## src/rtl/interfaz_tx_if.sv

```systemverilog
// Bundle of the ALU-result / UART-TX handshake signals seen by interfaz_tx.
// The master side is the surrounding logic (ALU result path and UART TX);
// the slave side is the interfaz_tx block itself.
interface interfaz_tx_if #(
  parameter int NB_DATA = 8
);

  logic               i_valid;
  logic [NB_DATA-1:0] i_result;
  logic               i_tx_done;
  logic               o_tx_start;
  logic [NB_DATA-1:0] o_tx_data;
  logic               o_busy;
  logic               o_full;
  logic               o_overflow;

  modport master (
    output i_valid,
    output i_result,
    output i_tx_done,
    input  o_tx_start,
    input  o_tx_data,
    input  o_busy,
    input  o_full,
    input  o_overflow
  );

  modport slave (
    input  i_valid,
    input  i_result,
    input  i_tx_done,
    output o_tx_start,
    output o_tx_data,
    output o_busy,
    output o_full,
    output o_overflow
  );

endinterface

```

## src/rtl/interfaz_tx.sv

```systemverilog
// Transmit-side interface: buffers ALU result bytes in a small FIFO and hands
// them one at a time to the UART TX using a start/done handshake, so bursts of
// results never have to stall the ALU.
module interfaz_tx #(
  parameter int NB_DATA = 8,
  parameter int NB_ADDR = 2
) (
  input  logic          i_clock,
  input  logic          i_reset,
  interfaz_tx_if.slave  bus_if
);

  localparam int                 DEPTH   = 2 ** NB_ADDR;
  localparam logic [NB_ADDR:0]   DEPTH_C = (NB_ADDR + 1)'(DEPTH);
  localparam logic [NB_ADDR:0]   CNT_ONE = (NB_ADDR + 1)'(1);
  localparam logic [NB_ADDR-1:0] PTR_ONE = NB_ADDR'(1);

  typedef enum logic [3:0] {
    IDLE      = 4'b0001,
    LOAD      = 4'b0010,
    START     = 4'b0100,
    WAIT_DONE = 4'b1000
  } state_t;

  state_t               state_q;
  logic [NB_ADDR-1:0]   wr_ptr_q;
  logic [NB_ADDR-1:0]   rd_ptr_q;
  logic [NB_ADDR:0]     count_q;
  logic [NB_ADDR:0]     count_d;
  logic [NB_DATA-1:0]   mem_q [DEPTH];
  logic [NB_DATA-1:0]   tx_data_q;
  logic                 overflow_q;

  logic                 pop;
  logic                 push;
  logic                 drop;

  // A pop only happens while loading a byte for the serializer; the count
  // guard keeps a corrupted state from underflowing the FIFO.
  assign pop  = (state_q == LOAD) && (count_q != '0);
  // A full FIFO still accepts a byte when a slot frees up on the same edge.
  assign push = bus_if.i_valid && ((count_q != DEPTH_C) || pop);
  assign drop = bus_if.i_valid && !push;

  // Occupancy after the current edge; WAIT_DONE uses it to decide between
  // going straight to LOAD or back to IDLE.
  always_comb begin
    count_d = count_q;
    if (push && !pop) begin
      count_d = count_q + CNT_ONE;
    end else if (pop && !push) begin
      count_d = count_q - CNT_ONE;
    end
  end

  // FIFO storage: plain array with no reset so it maps to RAM.
  always_ff @(posedge i_clock) begin
    if (push) begin
      mem_q[wr_ptr_q] <= bus_if.i_result;
    end
  end

  // FIFO pointers, occupancy and the sticky overflow flag.
  always_ff @(posedge i_clock) begin
    if (i_reset) begin
      wr_ptr_q   <= '0;
      rd_ptr_q   <= '0;
      count_q    <= '0;
      overflow_q <= 1'b0;
    end else begin
      if (push) begin
        wr_ptr_q <= wr_ptr_q + PTR_ONE;
      end
      if (pop) begin
        rd_ptr_q <= rd_ptr_q + PTR_ONE;
      end
      count_q <= count_d;
      if (drop) begin
        overflow_q <= 1'b1;
      end
    end
  end

  // Handshake FSM with the registered output byte; the byte is read from the
  // FIFO on the edge leaving LOAD so it is stable for the whole frame.
  always_ff @(posedge i_clock) begin
    if (i_reset) begin
      state_q   <= IDLE;
      tx_data_q <= '0;
    end else begin
      case (state_q)
        IDLE: begin
          if (count_q != '0) begin
            state_q <= LOAD;
          end
        end
        LOAD: begin
          tx_data_q <= mem_q[rd_ptr_q];
          state_q   <= START;
        end
        START: begin
          state_q <= WAIT_DONE;
        end
        WAIT_DONE: begin
          if (bus_if.i_tx_done) begin
            state_q <= (count_d != '0) ? LOAD : IDLE;
          end
        end
        default: begin
          state_q <= IDLE;
        end
      endcase
    end
  end

  assign bus_if.o_tx_start = (state_q == START);
  assign bus_if.o_tx_data  = tx_data_q;
  assign bus_if.o_busy     = (state_q != IDLE) || (count_q != '0);
  assign bus_if.o_full     = (count_q == DEPTH_C);
  assign bus_if.o_overflow = overflow_q;

endmodule
```

## src/flat_wrapper.sv

```systemverilog
// flat-port wrapper written by rule: the top's interface ports become plain ports
module interfaz_tx_flat 
#(
  parameter int NB_DATA = 8,
  parameter int NB_ADDR = 2
)
  (i_clock, i_reset, bus_if_i_valid, bus_if_i_result, bus_if_i_tx_done, bus_if_o_tx_start, bus_if_o_tx_data, bus_if_o_busy, bus_if_o_full, bus_if_o_overflow);
  interfaz_tx_if #(.NB_DATA(NB_DATA)) bus_if_i ();
  input  logic i_clock;
  input  logic i_reset;
  input wire logic [$bits(bus_if_i.i_valid)-1:0] bus_if_i_valid;
  input wire logic [$bits(bus_if_i.i_result)-1:0] bus_if_i_result;
  input wire logic [$bits(bus_if_i.i_tx_done)-1:0] bus_if_i_tx_done;
  output wire logic [$bits(bus_if_i.o_tx_start)-1:0] bus_if_o_tx_start;
  output wire logic [$bits(bus_if_i.o_tx_data)-1:0] bus_if_o_tx_data;
  output wire logic [$bits(bus_if_i.o_busy)-1:0] bus_if_o_busy;
  output wire logic [$bits(bus_if_i.o_full)-1:0] bus_if_o_full;
  output wire logic [$bits(bus_if_i.o_overflow)-1:0] bus_if_o_overflow;
  assign bus_if_i.i_valid = bus_if_i_valid;
  assign bus_if_i.i_result = bus_if_i_result;
  assign bus_if_i.i_tx_done = bus_if_i_tx_done;
  assign bus_if_o_tx_start = bus_if_i.o_tx_start;
  assign bus_if_o_tx_data = bus_if_i.o_tx_data;
  assign bus_if_o_busy = bus_if_i.o_busy;
  assign bus_if_o_full = bus_if_i.o_full;
  assign bus_if_o_overflow = bus_if_i.o_overflow;
  interfaz_tx #(.NB_DATA(NB_DATA), .NB_ADDR(NB_ADDR)) u_core (.i_clock(i_clock), .i_reset(i_reset), .bus_if(bus_if_i));
endmodule
```

## config.mk

```make
export PLATFORM = sky130hd
export DESIGN_NAME = interfaz_tx_flat
export DESIGN_NICKNAME = d
export VERILOG_FILES = /design/src/rtl/interfaz_tx_if.sv /design/src/rtl/interfaz_tx.sv /design/src/flat_wrapper.sv
export SDC_FILE = /design/constraint.sdc
export NUM_CORES = 1
export LEC_CHECK = 0
export BUFFER_PORTS_ARGS = -buffer_cell sky130_fd_sc_hd__buf_2
export CAP_MARGIN = 20
export CORE_AREA = 2 2 53 105
export DETAILED_ROUTE_END_ITERATION = 8
export DIE_AREA = 0 0 55 107
export PLACE_DENSITY = 0.74
export SLEW_MARGIN = 20
export SYNTH_ARGS = -nofsm -noshare
export SYNTH_HDL_FRONTEND = slang
export SYNTH_SLANG_ARGS = --single-unit
```

## constraint.sdc

```tcl
create_clock -name i_clock -period 1.95 [get_ports i_clock]
set_input_delay 0.4875 -clock i_clock [delete_from_list [all_inputs] [get_ports i_clock]]
set_output_delay 0.4875 -clock i_clock [all_outputs]
set_load 0.02 [all_outputs]
```

Yosys cells after proc, flatten, opt, wreduce, memory -nomap -nowiden
Memories as Yosys holds them, arrays and structs flattened. A register that Yosys moved wholly into a read port is not among the register bits. Cells that the tools add are included. W data, S select, Z words.

Register bits: 12. Bits in writable memories: 32. Input port bits: 12. Logic and storage cells: 39. Memories: 1.

Add/subtract/negate cells: 4. Eq/ne operators: 9. Mux-type cells: 8. Reduce and logical (&&, ||, !) cells: 12.

Memories: u_core.mem_q (depth 4, bits a word 8, rd ports 1, clocked after memory_dff 1, wr ports 1, RTL line interfaz_tx.sv:30) `logic [NB_DATA-1:0] mem_q [DEPTH];`.

Operators by type and width (count): $pmux W4 S4 (1); $mux W4 (2); $mux W3 (2); $reduce_bool A3 Y1 (2); $logic_and A1 B1 Y1 (5); $add A2 B1 Y2 const B (2); $eq A4 B1 Y1 const B (1); $eq A4 B2 Y1 const B (1); $eq A4 B3 Y1 const B (1); $eq A4 B4 Y1 const B (1); $ne A4 B1 Y1 const B (1); $add A3 B1 Y3 const B (1); $eq A3 B3 Y1 const B (1); $ne A3 B3 Y1 const B (1); $sub A3 B1 Y3 const B (1); $logic_not A1 Y1 (2); $logic_or A1 B1 Y1 (2); $mux W1 (2); $mux W2 (1); $ne A2 B1 Y1 const B (1); $ne A2 B2 Y1 const B (1); $reduce_and A2 Y1 (1).

Longest topological paths before layout
Word-level depth: 12. Gate-level depth with buffers: 7.

Worst setup path before layout
Ideal clock, no wire load.

Path kind: reg2reg. Start: register u_core.state_q[3]. End: memory u_core.mem_q[1][0], enable pin. Library setup time: 0.332 ns. Arrival time: 1.613 ns. Slack: 0.006 ns. Stages on the path, launching flop included: 5. Path buffers: 1. Clock period less this slack: 1.944 ns. Cell sequence: dfxtp_1 or4b_1 buf_2 a31oi_2 and2_1.

Longest elaborated chain between the ends: 6.

Ends and longest elaborated chain: start: declaration (RTL line interfaz_tx.sv:25) `state_t state_q;`; start signal: assignment (RTL line interfaz_tx.sv:106) `state_q <= (count_d != '0) ? LOAD : IDLE;`; $eq A4 B2 Y1 (RTL line interfaz_tx.sv:40) `assign pop = (state_q == LOAD) && (count_q != '0);`; $logic_and A1 B1 Y1 (RTL line interfaz_tx.sv:40); $logic_or A1 B1 Y1 (RTL line interfaz_tx.sv:42) `assign push = bus_if.i_valid && ((count_q != DEPTH_C) || pop);`; $logic_and A1 B1 Y1 (RTL line interfaz_tx.sv:42); $mux W1 (RTL line interfaz_tx.sv:58) `if (push) begin`; $mux W1 (implied by the code) (RTL line interfaz_tx.sv:59) `mem_q[wr_ptr_q] <= bus_if.i_result;`; end: declaration (RTL line interfaz_tx.sv:30).

Every way passes these cells.

Worst setup path in the final report
Start: register u_core.state_q[1]. End: output port bus_if_o_busy.

Longest elaborated chain between the ends: 2.

Ends and longest elaborated chain: $ne A4 B1 Y1 (RTL line interfaz_tx.sv:118) `assign bus_if.o_busy = (state_q != IDLE) || (count_q != '0);`; $logic_or A1 B1 Y1 (RTL line interfaz_tx.sv:118); end: declaration (RTL line flat_wrapper.sv:16) `output wire logic [$bits(bus_if_i.o_busy)-1:0] bus_if_o_busy;`.

Every way passes these cells.

==> results <==
- The number of enable-type register cells in the synthesized netlist is 32.
- Cells fill between 50% and 60% of the core in the end.
- The primary flip-flop cell chosen by synthesis mapping is edfxtp_1.
- For this design, the CTS-stage hold fixing added 0 buffers.
- Of the total power, the share spent switching nets is between 20% and 30%.
- After floorplanning, the core was divided into 37 placement rows.
- The arrival time at the worst endpoint is about 1.4 ns.
- The layout overhead on the synthesized area is 22.7%.
- The total vias in the final route is 1474.
- The multi-input combinational cells in the finished layout cover a total of 835 um^2.
- The endpoint of the worst register-to-register path is u_core.count_q[0].
- After clock tree synthesis, the clock-pin slew on the worst setup and hold paths is 0.09 ns.
- The clock root buffer is clkbuf_8.
- The number of global-route vias before repair came to 1449.
- For met2 alone, demand over resource in global routing was 30.6%.
- Counting the fill cells in the layout gives 444.
- The register bit total from synthesis is 52.
- Static timing analysis puts the maximum clock frequency at 535 MHz.
- The Yosys step of the flow raised 0 warnings.
- At the end of routability-driven placement, the weighted congestion stood at 0.756.
- Together, buffers and inverters on the worst path number 2.
- Global routing used between 10% and 20% of the available met1 tracks.
- The final number of max-transition violations came to 0.
- Before antenna repair, the detailed router went through 4 iterations.
- Multiplexer cells account for 8.13% of the synthesized area.
- The die area is approximately 5900 um^2.
- Combinational logic is responsible for a little under a quarter of the overall power.
- The origin of the worst min-delay path is bus_if_i_result[5].
- The number of clock buffers added by TritonCTS is 5.
- Ranked by instance count, the synthesized netlist is headed by 32 x edfxtp_1, 21 x nand2_1, 20 x dfxtp_1.
- The number of placed I/O pins is 24.
- For this design the total switching power over the nets is 651 uW.
- The final global-route overflow total is 0.
- The detailed router finished its first iteration with 25 violations.
- Global routing used around 16% of the available tracks.
- The clock net sink count is 52.
- The most used routing layer is met2.
- The largest net degree at the start of global routing is 18.
- Counting every net in the synthesized netlist gives 194.
- The post-synthesis instance area is 2220 um^2.
- Setup violations remaining at the end of the flow were counted as 0.
- The number of cells on the worst reg-to-reg path is 6.
- Cells with a size suffix above 1 make up a little under a third of the layout.
- Of the total synthesized cell area, the portion taken by AND, OR, NAND and NOR gates is between 10% and 20%.
- The synthesized-area fraction occupied by ao, oa, aoi and oai cells is 7.45%.
- Walking the worst path, the cells encountered are buf_4, nor4b_1, nand2_1, buf_2.
- For the worst-skew pair, the clock arrives at the later sink with an insertion delay of around 0.30 ns.
- For flop-to-flop paths, the worst setup slack is 0.08 ns.
- The sequential cell area fraction in the yosys report is roughly three fifths.
- The post-route fraction of the period consumed by the critical path is 95.8%.
- Of the post-synthesis cell area, the dominant cell type holds 43.3%.
- The detailed placer's ending HPWL is 3200 um.
- The first global-routing pass estimated 6530 um of wire.
- The met3 usage in global routing is 2.92%.
- The fraction of synthesized cell area in xor and xnor cells is 1.98%.
- Power spread over the standard cell area amounts to about 890 nW/um^2.
- Synthesis handed over a netlist of 175 instances.
- The remaining design rule violation count is 0.
- In the final layout, flip-flops and latches occupy 1360 um^2.
- The share of synthesized flip-flops with an asynchronous set or reset is 0%.
- The required time at the worst-slack endpoint is 1.46 ns.
- Setup repair after global routing could not meet its margin everywhere.
- The cell area after placement is about 2600 um^2.
- The per-cell routed wire length is 14.7 um.
- The die is ~110 um tall.
- The number of antenna diodes in the final layout is 0.
- The run finished with clean final reports.
- The number of port buffers is 23.
- The adder-cell area share of the yosys netlist is 3.95%.
- The largest individual stage delay along the critical path comes from the cell nor4b_1.
- The initial core utilization is 43.5%.
- The count of nets after finishing is 240.
- Sorting the synthesized cells by area gives the leading types as edfxtp_1 43%, dfxtp_1 18%, mux4_2 8.1%, ha_1 4.0%, nand2_1 3.6%.
- The area of all placed cells without fillers is 2720 um^2.
- The count of antenna-violating nets left after detailed routing is 0.
- The sequential fraction of design power is 53.0%.
- The maximum fanout along the worst path is 5.
- For the pin with the worst max-slew slack, the measured transition is 0.435 ns.
- The minimum period implied by the final worst setup slack is 1.87 ns.
- The floorplan step set the die width to around 55 um.
- The count of final hold-check violations came to 0.
- Across the run, the number of max-cap violations was 0.
- The region available for standard cell placement spans 5090 um^2.
- The endpoint type of the worst setup path is an output pin.
- The part of the power in the clock network is 24.0%.
- The synthesized area per cell is approximately 13 um^2.
- After synthesis, the largest family of logic cells by area is simple AND/OR/NAND/NOR gates.
- The CTS tree is built.
- The worst path meets setup with 0.0820 ns of slack.
- The post-route non-filler standard cell count is 280.
- The leakage power summed over all cells is approximately 1.0 nW.
- For this block, the routed nets add up to roughly 4100 um of wire.
- The worst register-to-register path begins at u_core.state_q[3].
- The synthesized design spends more area on one cell type than any other, namely edfxtp_1.
- The type of the setup path with the least slack is reg -> out.
- The worst hold path belongs to the class in -> reg.
- The cell family with the largest share of critical-path delay is simple AND/OR/NAND/NOR gates.
- The most common cell in the synthesized netlist is edfxtp_1.
- The ratio of routed vias to standard cells is 5.26.
- The post-layout total power is 2.42 mW.
- The number of antenna violations at the first check in global routing is 0.
- The worst hold path stage count is 1.
- In this design, the stage delay of the slowest critical-path cell is 0.36 ns.
- In this run the number of H-tree levels came out at 2.
- The worst setup timing slack at the placement stage is -0.0297 ns.
- The terminating pin of the worst hold path is u_core.mem_q[2][5].
- STA classifies the critical path startpoint as a flip-flop.
- The clock arrives with about 0.0083 ns of skew.
- The number of different library cells used by synthesis comes to 37.
- The worst pin sits at a relative slew slack of a little under three quarters.
- The maximum clock path buffer count is 2.
- The cell count after placement is between 200 and 300.
- The worst supply voltage drop on vdd is about 520 uV.
- The internal power is 1.77 mW.
[layout make-up]
class | count | share of cell area (%)
clock inverters | 2 | 0.460
clock buffers | 6 | 2.67
well taps | 58 | 2.67
multi-input cells | 109 | 30.7
flip-flops and latches | 52 | 50.0
repair buffers | 47 | 12.7
inverters | 6 | 0.828
[how the worst max path moves through the flow]
stage | slack, ns | endpoint | cells after the start | startpoint
2_1_floorplan | 0.006 | u_core.mem_q[1][0] | 4 | u_core.state_q[3]
3_3_place_gp | -0.02 | u_core.mem_q[1][7] | 4 | u_core.state_q[3]
3_5_place_dp | -0.03 | u_core.mem_q[2][3] | 4 | u_core.state_q[3]
4_1_cts | 0.04 | bus_if_o_busy | 5 | u_core.count_q[0]
5_1_grt | -0.01 | bus_if_o_busy | 4 | u_core.state_q[1]
6_report | 0.08 | bus_if_o_busy | 4 | u_core.state_q[1]
[routing by layer]
metal | vias to the layer above | share of wire [%] | routed length, um
li1 | 726 | - | -
met1 | 715 | 33 | 1370
met2 | 24 | 62 | 2550
met3 | 9 | 2.3 | 94
met4 | 0 | 2.3 | 93
met5 | - | 0 | 0
[per-stage QoR]
stage          setup TNS [ns]  hold WS, ns
2_1_floorplan               0        0.535
3_3_place_gp           -0.595        0.443
3_5_place_dp           -0.700        0.451
4_1_cts                     0        0.393
5_1_grt               -0.0226        0.398
6_report                    0        0.402
[flip-flops by register name, summed over array words and instances (netlist names)]
signal	flops
u_core.rd_ptr_q	2
u_core.count_q	3
u_core.state_q	4
u_core.wr_ptr_q	2
u_core.bus_if.o_overflow	1
u_core.mem_q	32
u_core.bus_if.o_tx_data	8
[logic make-up (layout without fill, tap and decap cells)]
kind of cell | after synthesis | count (layout)
AOI/OAI and AO/OA | 27 | 27
xor gates and xnor gates | 5 | 5
and+or+nand+nor | 62 | 62
DFF | 52 | 52
adders and majority gates | 7 | 7
muxes | 8 | 8
buffers and inverters | 14 | 61
[worst register-to-register path, cell delays in order (launching register included)]
cell and delay, ns:
dfxtp_1 0.32, or4b_4 0.61, buf_4 0.19, o21ai_0 0.27, o21ai_0 0.16, xnor2_1 0.16, nor2_1 0.05
[power groups by stage]
stage	Sequential [mW]	Clock (mW)	Combinational [mW]
2_1_floorplan	1.32	0	0.284
3_3_place_gp	1.30	0	0.515
3_5_place_dp	1.31	0	0.524
4_1_cts	1.28	0.604	0.540
5_1_grt	1.29	0.632	0.613
6_report	1.28	0.580	0.556
[cell usage in the layout (no fill, tap or decap), drive strengths merged]
master    count
nor4b         4
a21oi        11
or3           1
clkbuf        6
nor2         15
o21ai         5
or4b          1
or2           1
a31oi         5
and4b         1
buf          47
nor2b         2
ha            7
a41oi         1
nor3          3
nand2        21
clkinv        1
a21o          2
a311o         1
inv           6
a211oi        1
nand3         5
clkinvlp      1
mux4          8
nand3b        1
xor2          2
nand2b        2
edfxtp       32
and2          4
o22ai         1
and3          1
dfxtp        20
xnor2         3
[what timing repair did]
action	in CTS	in global routing
cloned	0	0
gates resized for setup	5	1
endpoints found under the setup margin	34	3
pin swaps	0	0
setup buffers	0	2
(Power assumes the default switching activity.)
